**config.mk**
```make
export PLATFORM = sky130hd
export DESIGN_NAME = awg_param_ctrl
export DESIGN_NICKNAME = d
export VERILOG_FILES = /design/src/rtl/awg_pkg.sv /design/src/rtl/key_debounce.sv /design/src/rtl/awg_param_ctrl.sv
export SDC_FILE = /design/constraint.sdc
export NUM_CORES = 1
export LEC_CHECK = 0
export CAP_MARGIN = 25
export CORE_ASPECT_RATIO = 1.1
export CORE_MARGIN = 3
export CORE_UTILIZATION = 50
export CTS_CLUSTER_SIZE = 30
export DETAILED_ROUTE_END_ITERATION = 10
export GPL_ROUTABILITY_DRIVEN = 0
export GPL_TIMING_DRIVEN = 0
export HOLD_SLACK_MARGIN = 0.12
export PLACE_DENSITY = 0.78
export SLEW_MARGIN = 20
export SYNTH_ARGS = -nofsm -noshare
export SYNTH_HDL_FRONTEND = slang
export SYNTH_HIERARCHICAL = 1
export SYNTH_SLANG_ARGS = --single-unit
```
**constraint.sdc**
```tcl
create_clock -name clk -period 3.6 [get_ports clk]
set_clock_uncertainty 0.1 [all_clocks]
set_input_delay 0.36 -clock clk [delete_from_list [all_inputs] [get_ports clk]]
set_output_delay 0.36 -clock clk [all_outputs]
set_load 0.05 [all_outputs]
```
**src/rtl/awg_pkg.sv**
```systemverilog
// awg_pkg: shared encodings and limits for the AWG user-control stage.
//   sel_e      : field selected for adjustment (drives the LED indicator)
//   wave_e     : waveform codes understood by the generator
//   MUTE_CODE  : generator code that produces zero output
//   next_sel() : cyclic field advance, PHASE wraps back to WAVE
package awg_pkg;

  localparam int unsigned WAVE_W  = 5;
  localparam int unsigned FREQ_W  = 12;
  localparam int unsigned AMP_W   = 3;
  localparam int unsigned PHASE_W = 8;

  typedef enum logic [1:0] {
    SEL_WAVE  = 2'd0,
    SEL_FREQ  = 2'd1,
    SEL_AMP   = 2'd2,
    SEL_PHASE = 2'd3
  } sel_e;

  typedef enum logic [WAVE_W-1:0] {
    WAVE_SAW   = 5'd0,
    WAVE_TRI   = 5'd1,
    WAVE_SQR   = 5'd2,
    WAVE_SIN   = 5'd3,
    WAVE_NOISE = 5'd4
  } wave_e;

  localparam logic [WAVE_W-1:0]  MUTE_CODE = 5'd10;
  localparam logic [FREQ_W-1:0]  FREQ_MAX  = 12'd4095;
  localparam logic [AMP_W-1:0]   AMP_MIN   = 3'd0;
  localparam logic [AMP_W-1:0]   AMP_MAX   = 3'd7;
  localparam logic [AMP_W-1:0]   AMP_RESET = 3'd7;

  function automatic sel_e next_sel(input sel_e s);
    return sel_e'(2'(s) + 2'd1);
  endfunction

endpackage

```
**src/rtl/key_debounce.sv**
```systemverilog
// key_debounce: conditions one raw active-low push-button.
//   clk, rst   : system clock, synchronous active-high reset
//   key_n_i    : raw asynchronous button level (low = pressed)
//   pressed_o  : accepted (debounced) pressed level
//   evt_o      : one-cycle pulse on accepted press, plus auto-repeat
//                pulses while held when REPEAT_EN is set
module key_debounce #(
  parameter logic [19:0] DEBOUNCE_CYCLES = 20'd500000,
  parameter bit          REPEAT_EN       = 1'b0,
  parameter logic [24:0] REPEAT_DELAY    = 25'd25000000,
  parameter logic [24:0] REPEAT_PERIOD   = 25'd5000000
) (
  input  logic clk,
  input  logic rst,
  input  logic key_n_i,
  output logic pressed_o,
  output logic evt_o
);

  logic        sync1_q, sync2_q;
  logic        acc_n_q;
  logic [19:0] cnt_q;
  logic [24:0] hold_q;
  logic        evt_q;

  // Synchronizer, debounce run counter, press pulse and hold/repeat timer.
  always_ff @(posedge clk) begin
    if (rst) begin
      sync1_q <= 1'b1;
      sync2_q <= 1'b1;
      acc_n_q <= 1'b1;
      cnt_q   <= 20'd0;
      hold_q  <= 25'd0;
      evt_q   <= 1'b0;
    end else begin
      sync1_q <= key_n_i;
      sync2_q <= sync1_q;
      evt_q   <= 1'b0;

      // Count consecutive samples of a level different from the accepted one.
      if (sync2_q == acc_n_q) begin
        cnt_q <= 20'd0;
      end else if (cnt_q == DEBOUNCE_CYCLES - 20'd1) begin
        cnt_q   <= 20'd0;
        acc_n_q <= sync2_q;
        evt_q   <= ~sync2_q;
      end else begin
        cnt_q <= cnt_q + 20'd1;
      end

      // Reload to DELAY-PERIOD after each repeat so later pulses come every PERIOD.
      if (!REPEAT_EN || acc_n_q) begin
        hold_q <= 25'd0;
      end else if (hold_q == REPEAT_DELAY - 25'd1) begin
        hold_q <= REPEAT_DELAY - REPEAT_PERIOD;
        evt_q  <= 1'b1;
      end else begin
        hold_q <= hold_q + 25'd1;
      end
    end
  end

  assign pressed_o = ~acc_n_q;
  assign evt_o     = evt_q;

endmodule

```
**src/rtl/awg_param_ctrl.sv**
```systemverilog
// awg_param_ctrl: push-button front panel for the waveform generator.
//   clk, rst        : system clock, synchronous active-high reset
//   key_*_n         : raw active-low buttons (sel, up, down, mute)
//   state           : waveform code to generator (MUTE_CODE while muted)
//   state_freq      : frequency word, saturating FREQ_MIN..4095
//   state_amp       : amplitude code, saturating 0..7
//   state_phase     : phase offset, wraps modulo 256
//   sel_field       : field currently targeted by up/down
//   muted           : mute flag
module awg_param_ctrl
  import awg_pkg::*;
#(
  parameter logic [19:0] DEBOUNCE_CYCLES = 20'd500000,
  parameter logic [24:0] REPEAT_DELAY    = 25'd25000000,
  parameter logic [24:0] REPEAT_PERIOD   = 25'd5000000,
  parameter logic [4:0]  MAX_WAVE        = 5'd4,
  parameter logic [11:0] FREQ_MIN        = 12'd1
) (
  input  logic               clk,
  input  logic               rst,
  input  logic               key_sel_n,
  input  logic               key_up_n,
  input  logic               key_down_n,
  input  logic               key_mute_n,
  output logic [WAVE_W-1:0]  state,
  output logic [FREQ_W-1:0]  state_freq,
  output logic [AMP_W-1:0]   state_amp,
  output logic [PHASE_W-1:0] state_phase,
  output logic [1:0]         sel_field,
  output logic               muted
);

  logic sel_evt, up_evt, dn_evt, mute_evt;
  logic [3:0] pressed_unused;

  key_debounce #(.DEBOUNCE_CYCLES(DEBOUNCE_CYCLES), .REPEAT_EN(1'b0),
                 .REPEAT_DELAY(REPEAT_DELAY), .REPEAT_PERIOD(REPEAT_PERIOD))
    u_key_sel  (.clk(clk), .rst(rst), .key_n_i(key_sel_n),
                .pressed_o(pressed_unused[3]), .evt_o(sel_evt));
  key_debounce #(.DEBOUNCE_CYCLES(DEBOUNCE_CYCLES), .REPEAT_EN(1'b1),
                 .REPEAT_DELAY(REPEAT_DELAY), .REPEAT_PERIOD(REPEAT_PERIOD))
    u_key_up   (.clk(clk), .rst(rst), .key_n_i(key_up_n),
                .pressed_o(pressed_unused[2]), .evt_o(up_evt));
  key_debounce #(.DEBOUNCE_CYCLES(DEBOUNCE_CYCLES), .REPEAT_EN(1'b1),
                 .REPEAT_DELAY(REPEAT_DELAY), .REPEAT_PERIOD(REPEAT_PERIOD))
    u_key_down (.clk(clk), .rst(rst), .key_n_i(key_down_n),
                .pressed_o(pressed_unused[1]), .evt_o(dn_evt));
  key_debounce #(.DEBOUNCE_CYCLES(DEBOUNCE_CYCLES), .REPEAT_EN(1'b0),
                 .REPEAT_DELAY(REPEAT_DELAY), .REPEAT_PERIOD(REPEAT_PERIOD))
    u_key_mute (.clk(clk), .rst(rst), .key_n_i(key_mute_n),
                .pressed_o(pressed_unused[0]), .evt_o(mute_evt));

  sel_e               sel_q;
  logic [WAVE_W-1:0]  wave_q, wave_d, state_q;
  logic [FREQ_W-1:0]  freq_q, freq_d;
  logic [AMP_W-1:0]   amp_q, amp_d;
  logic [PHASE_W-1:0] phase_q, phase_d;
  logic               muted_q, muted_d;
  logic               adj_up_c, adj_dn_c;

  // Opposing adjust keys in the same cycle cancel out.
  assign adj_up_c = up_evt & ~dn_evt;
  assign adj_dn_c = dn_evt & ~up_evt;

  // Adjust targets the field held in sel_q, i.e. before any same-cycle sel advance.
  always_comb begin
    wave_d  = wave_q;
    freq_d  = freq_q;
    amp_d   = amp_q;
    phase_d = phase_q;
    muted_d = muted_q ^ mute_evt;
    case (sel_q)
      SEL_WAVE: begin
        if (adj_up_c)
          wave_d = (wave_q >= MAX_WAVE) ? 5'd0 : wave_q + 5'd1;
        else if (adj_dn_c)
          wave_d = (wave_q == 5'd0 || wave_q > MAX_WAVE) ? MAX_WAVE : wave_q - 5'd1;
      end
      SEL_FREQ: begin
        if (adj_up_c)
          freq_d = (freq_q == FREQ_MAX) ? freq_q : freq_q + 12'd1;
        else if (adj_dn_c)
          freq_d = (freq_q <= FREQ_MIN) ? FREQ_MIN : freq_q - 12'd1;
      end
      SEL_AMP: begin
        if (adj_up_c)
          amp_d = (amp_q == AMP_MAX) ? amp_q : amp_q + 3'd1;
        else if (adj_dn_c)
          amp_d = (amp_q == AMP_MIN) ? amp_q : amp_q - 3'd1;
      end
      SEL_PHASE: begin
        if (adj_up_c)
          phase_d = phase_q + 8'd1;
        else if (adj_dn_c)
          phase_d = phase_q - 8'd1;
      end
    endcase
  end

  // Field FSM and registered output buses.
  always_ff @(posedge clk) begin
    if (rst) begin
      sel_q   <= SEL_WAVE;
      wave_q  <= WAVE_SAW;
      state_q <= WAVE_SAW;
      freq_q  <= FREQ_MIN;
      amp_q   <= AMP_RESET;
      phase_q <= 8'd0;
      muted_q <= 1'b0;
    end else begin
      if (sel_evt)
        sel_q <= next_sel(sel_q);
      wave_q  <= wave_d;
      freq_q  <= freq_d;
      amp_q   <= amp_d;
      phase_q <= phase_d;
      muted_q <= muted_d;
      // Stored wave survives mute; the generator only sees the mute code.
      state_q <= muted_d ? MUTE_CODE : wave_d;
    end
  end

  assign state       = state_q;
  assign state_freq  = freq_q;
  assign state_amp   = amp_q;
  assign state_phase = phase_q;
  assign sel_field   = sel_q;
  assign muted       = muted_q;

endmodule

```
## Word level (Yosys, flattened, before mapping)

Index checks and enable logic that the tools add are counted.
Widths: inputs -> output; s select.

| storage, ports and cells | value |
|---|---|
| bits of input ports | 6 |
| flip-flop bits (word level) | 182 |
| output and inout port bits | 31 |

| cells by class | value |
|---|---|
| reductions and logical operators | 23 |
| $add $sub $neg | 15 |
| equality and inequality tests | 18 |
| bitwise gates (word level) | 15 |
| magnitude comparators | 3 |
| muxes and demuxes | 26 |

Operators with widths:

| cell | number |
|---|---|
| $add 20x1->20 const B | 4 |
| $eq 20x19->1 const B | 4 |
| $add 25x1->25 const B | 2 |
| $eq 25x25->1 const B | 2 |
| $mux 25 | 2 |
| $mux 12 | 4 |
| $mux 5 | 5 |
| $reduce_or 3->1 | 8 |
| $mux 8 | 2 |
| $add 12x1->12 const B | 1 |
| $eq 12x12->1 const B | 1 |
| $le 12x1->1 const B | 1 |
| $mux 3 | 4 |
| $not 1->1 | 12 |
| $sub 12x1->12 const B | 1 |
| $reduce_and 2->1 | 5 |
| $add 8x1->8 const B | 1 |
| $mux 1 | 8 |
| $sub 8x1->8 const B | 1 |
| $ne 2x2->1 const B | 3 |
| $reduce_or 2->1 | 3 |
| $add 5x1->5 const B | 1 |
| $ge 5x3->1 const B | 1 |
| $gt 5x3->1 const B | 1 |
| 18 further kinds | 23 |

## Longest topological paths before layout

| depth | value |
|---|---|
| word-level depth | 7 |
| mapped depth | 10 |
| gate-level depth less buffers | 9 |

## By module

The synthesis kept the hierarchy.

By module, submodules not included:

| module | area each (um2) | times used | sequential area each (um2) | cells an instance |
|---|---|---|---|---|
| awg_param_ctrl | 2,512.4 | 1 | 720.7 | 296 |
| key_debounce at u_key_mute ... | 1,136.1 | 2 | 480.5 | 122 |
| key_debounce at u_key_down | 2,268.4 | 1 | 980.9 | 257 |
| key_debounce at u_key_up | 2,258.4 | 1 | 980.9 | 265 |

## Least setup slack after synthesis

Ideal clock, no wire load.

| timing path | value |
|---|---|
| path kind | register -> register |
| start point | register u_key_down.evt_q, in the netlist u_key_down/evt_o |
| end point | register phase_q[7], in the netlist state_phase[7] |
| library setup time | 0.070 ns |
| stages on the path, launching flop included | 11 |
| arrival time | 2.320 ns |
| path slack | 1.110 ns |
| cell sequence | dfxtp_1 -> inv_1 -> ha_1 -> buf_6 -> inv_1 -> ha_1 -> a211oi_1 -> o21ai_0 -> a211o_1 -> a21o_1 -> a21oi_1 |

| between the ends | value |
|---|---|
| longest elaborated chain between the ends | 4 |

Ends and longest elaborated chain:

| element | RTL line | RTL |
|---|---|---|
| from (decl) | key_debounce.sv:24 | `logic evt_q;` |
| from (signal assigned) | key_debounce.sv:46 | `evt_q <= ~sync2_q;` |
| $not 1->1 | awg_param_ctrl.sv:62 | `assign adj_up_c = up_evt & ~dn_evt;` |
| $and 1x1->1 | awg_param_ctrl.sv:62 |  |
| $reduce_bool 2->1 (no source line) | -- |  |
| $reduce_and 2->1 (no source line) | -- |  |
| to (signal assigned) | awg_param_ctrl.sv:116 | `phase_q <= phase_d;` |
| to (decl) | awg_param_ctrl.sv:57 | `logic [PHASE_W-1:0] phase_q, phase_d;` |

Parallel ways exist; a longest one is shown, timed or not.
A chain may end at the register's enable or synchronous reset.

## Worst setup path in the final report

Ends and elaborated chain as after synthesis.

==> flow_summary.ini <==
[run_status]
status = finished clean

[power_and_ir_drop]
p_leak_nw = 3.404
pwr_density_cell_mw_per_mm2 = 368.2
peakVddDrop_v = 0.0003171

[critical_path]
r2r-start = u_key_down/evt_o
cp_max_fo = 12
cp_data_arrival_time_ns = 3.17
end_kind = register
cp_slowest_cell = a211oi_1
startpoint = u_key_down/evt_o
path_buf_inv = 3
startpoint_type = register
crit_family = compound AO/OA/AOI/OAI gates
crit_required_ns = 3.85
path_class = reg2reg
critical-path-max-stage-delay_ns = 0.39
critical_path.cell_chain = inv_1 > ha_1 > buf_6 > inv_1 > ha_1 > a211oi_1 > o21ai_0 > a211o_1 > a21o_1 > a21oi_1

[min_path]
hold_path_class = reg2reg
hp-start = u_key_mute/sync1_q

[synthesis]
syn-num-nets = 1092
ys.warnings.count = 6
synthCells = 1060
netlist_area_mm2 = 0.009304
avgSynthCellArea_um2 = 8.777

[timing]
tightestPinTransition_ns = 0.9164
rsz0062_at_grt = false
relSlewSlack = 0.3839
finalCritPeriodShare = 0.8125
setup-tns-final_ns = 0
whs_ns = 0.3208
setup-violations-final = 0
drv_slew = 0
fmax_mhz = 341.9
finalHoldViolCount = 0
worst_slack_ns = 0.6750
period_needed_ns = 2.925

[drt]
wl_per_cell_um = 13.89
dr_total_vias = 7752
drcViolationCount = 0
ant_nets = 0
wl_um = 18960
viasPerCell = 5.679
drt_iter0_drc = 455
dr.pass1.iters = 5

[global_route]
grt_pass1_vias = 7272
grt_usage = 0.1942
grt_first_pass_wirelength_um = 33260
gr-total-overflow = 0
antenna_found_initial = 0
grt_max_degree = 25

[clocking]
cts_tree = yes
ctsLongestPathBuffers = 2
postCtsHoldBufs = 0
root_buffer = clkbuf_16
cts_resized = 0
cts.sinks = 182
htreeDepth = 4
clk_pin_slew_ns = 0.07
cts_setup_buffers = 0
clkLatencyLatePin_ns = 0.43
cts_buffers = 17

[job]
drv_cap = 0

[die]
die_w_um = 136.1
dieArea_mm2 = 0.02028
floorplan.io_pins = 37
start_util = 0.5170
die_y_um = 149.1
num_rows = 51
fp.coreArea_mm2 = 0.01799

[place]
placed_cell_area_mm2 = 0.009962
dp_hpwl_um = 13480
place_ws_ns = 0.7393
port_buffers = 36
placed_cells = 1334

[layout]
layout-drive-gt1-share = 0.1012
nNetsFinal = 1147
n_antenna_cell = 0
fillCellCount = 1581
layoutNonFillerInstCount = 1365
area_growth_pct = 13.35
design_area_mm2 = 0.01055
## through the flow
| stage | power [W] | utilization |
|---|---|---|
| 6_report | 0.003883 | 0.5861 |
| 5_1_grt | 0.004018 | 0.5861 |
| 4_1_cts | 0.003937 | 0.5861 |
| 3_5_place_dp | 0.002108 | 0.5536 |
| 3_3_place_gp | 0.002107 | 0.5536 |
| 2_1_floorplan | 0.002090 | - |
## worst register-to-register path, cell delays in order (launching register included)
cell and delay, ns:
dfxtp_1 0.33, inv_1 0.04, ha_1 0.25, buf_6 0.17
inv_1 0.38, ha_1 0.35, a211oi_1 0.39, o21ai_0 0.21
a211o_1 0.33, a21o_1 0.18, a21oi_1 0.13
## path summary, 6_finish.rpt
check | to | slack, ns | depth (start not counted)
setup / recovery | state_phase[7] | 0.67 | 10
hold / removal | u_key_mute/sync2_q | 0.32 | 1
setup reg to reg | state_phase[7] | 0.67 | 10
hold reg to reg | u_key_mute/sync2_q | 0.32 | 1
## layout by cell type (no fill, tap or decap), drive strengths merged, types with 4 or more instances in the layout
master / instances
a211oi: 4
a21oi: 64
a31oi: 7
and2: 10
and3: 13
and4: 24
buf: 23
clkbuf: 37
clkdlybuf4s50: 36
clkinv: 6
dfxtp: 182
ha: 24
inv: 33
mux2i: 10
nand2: 72
nand2b: 7
nand3: 53
nand4: 52
nand4b: 4
nor2: 131
nor2b: 5
nor3: 23
nor4: 29
nor4b: 11
o21ai: 39
o21bai: 5
o311ai: 5
o31ai: 18
or2: 13
or3: 27
or4: 22
xnor2: 45
xor2: 49
## layout make-up
cell class	count	area, um2	area share
Clock inverter	11	127.6	0.01210
Multi-Input combinational cell	805	5275	0.5002
Clock buffer	20	456.7	0.04330
Inverter	33	123.9	0.01175
Timing Repair Buffer	36	360.3	0.03417
Tap cell	238	297.8	0.02824
Buffer	40	261.5	0.02480
Sequential cell	182	3643	0.3455
## sequential cells by signal, summed over array words and instances (netlist names), 2 cells and up
register and flops:
u_key_down/hold_q 25, u_key_up/hold_q 25, u_key_down/cnt_q 20, u_key_mute/cnt_q 20, u_key_sel/cnt_q 20, u_key_up/cnt_q 20
state_freq 12, state_phase 8, state 5, wave_q 5, state_amp 3, sel_field 2
## per-layer routing
metal  share of wire  vias to the layer above  GRT usage
met5               0                        -          0
met1            0.46                     3641     0.2534
met4           0.013                        0    0.07107
met2            0.49                      133     0.3256
li1                -                     3955          -
met3           0.032                       23    0.02969
## report_power, final
group	internal [W]	switching, W
clock network	0.00106	0.000764
logic	0.0000149	0.0000259
registers	0.00202	0.00000311
total	0.00309	0.000793
Note: power is estimated with default switching activity, not from simulation.
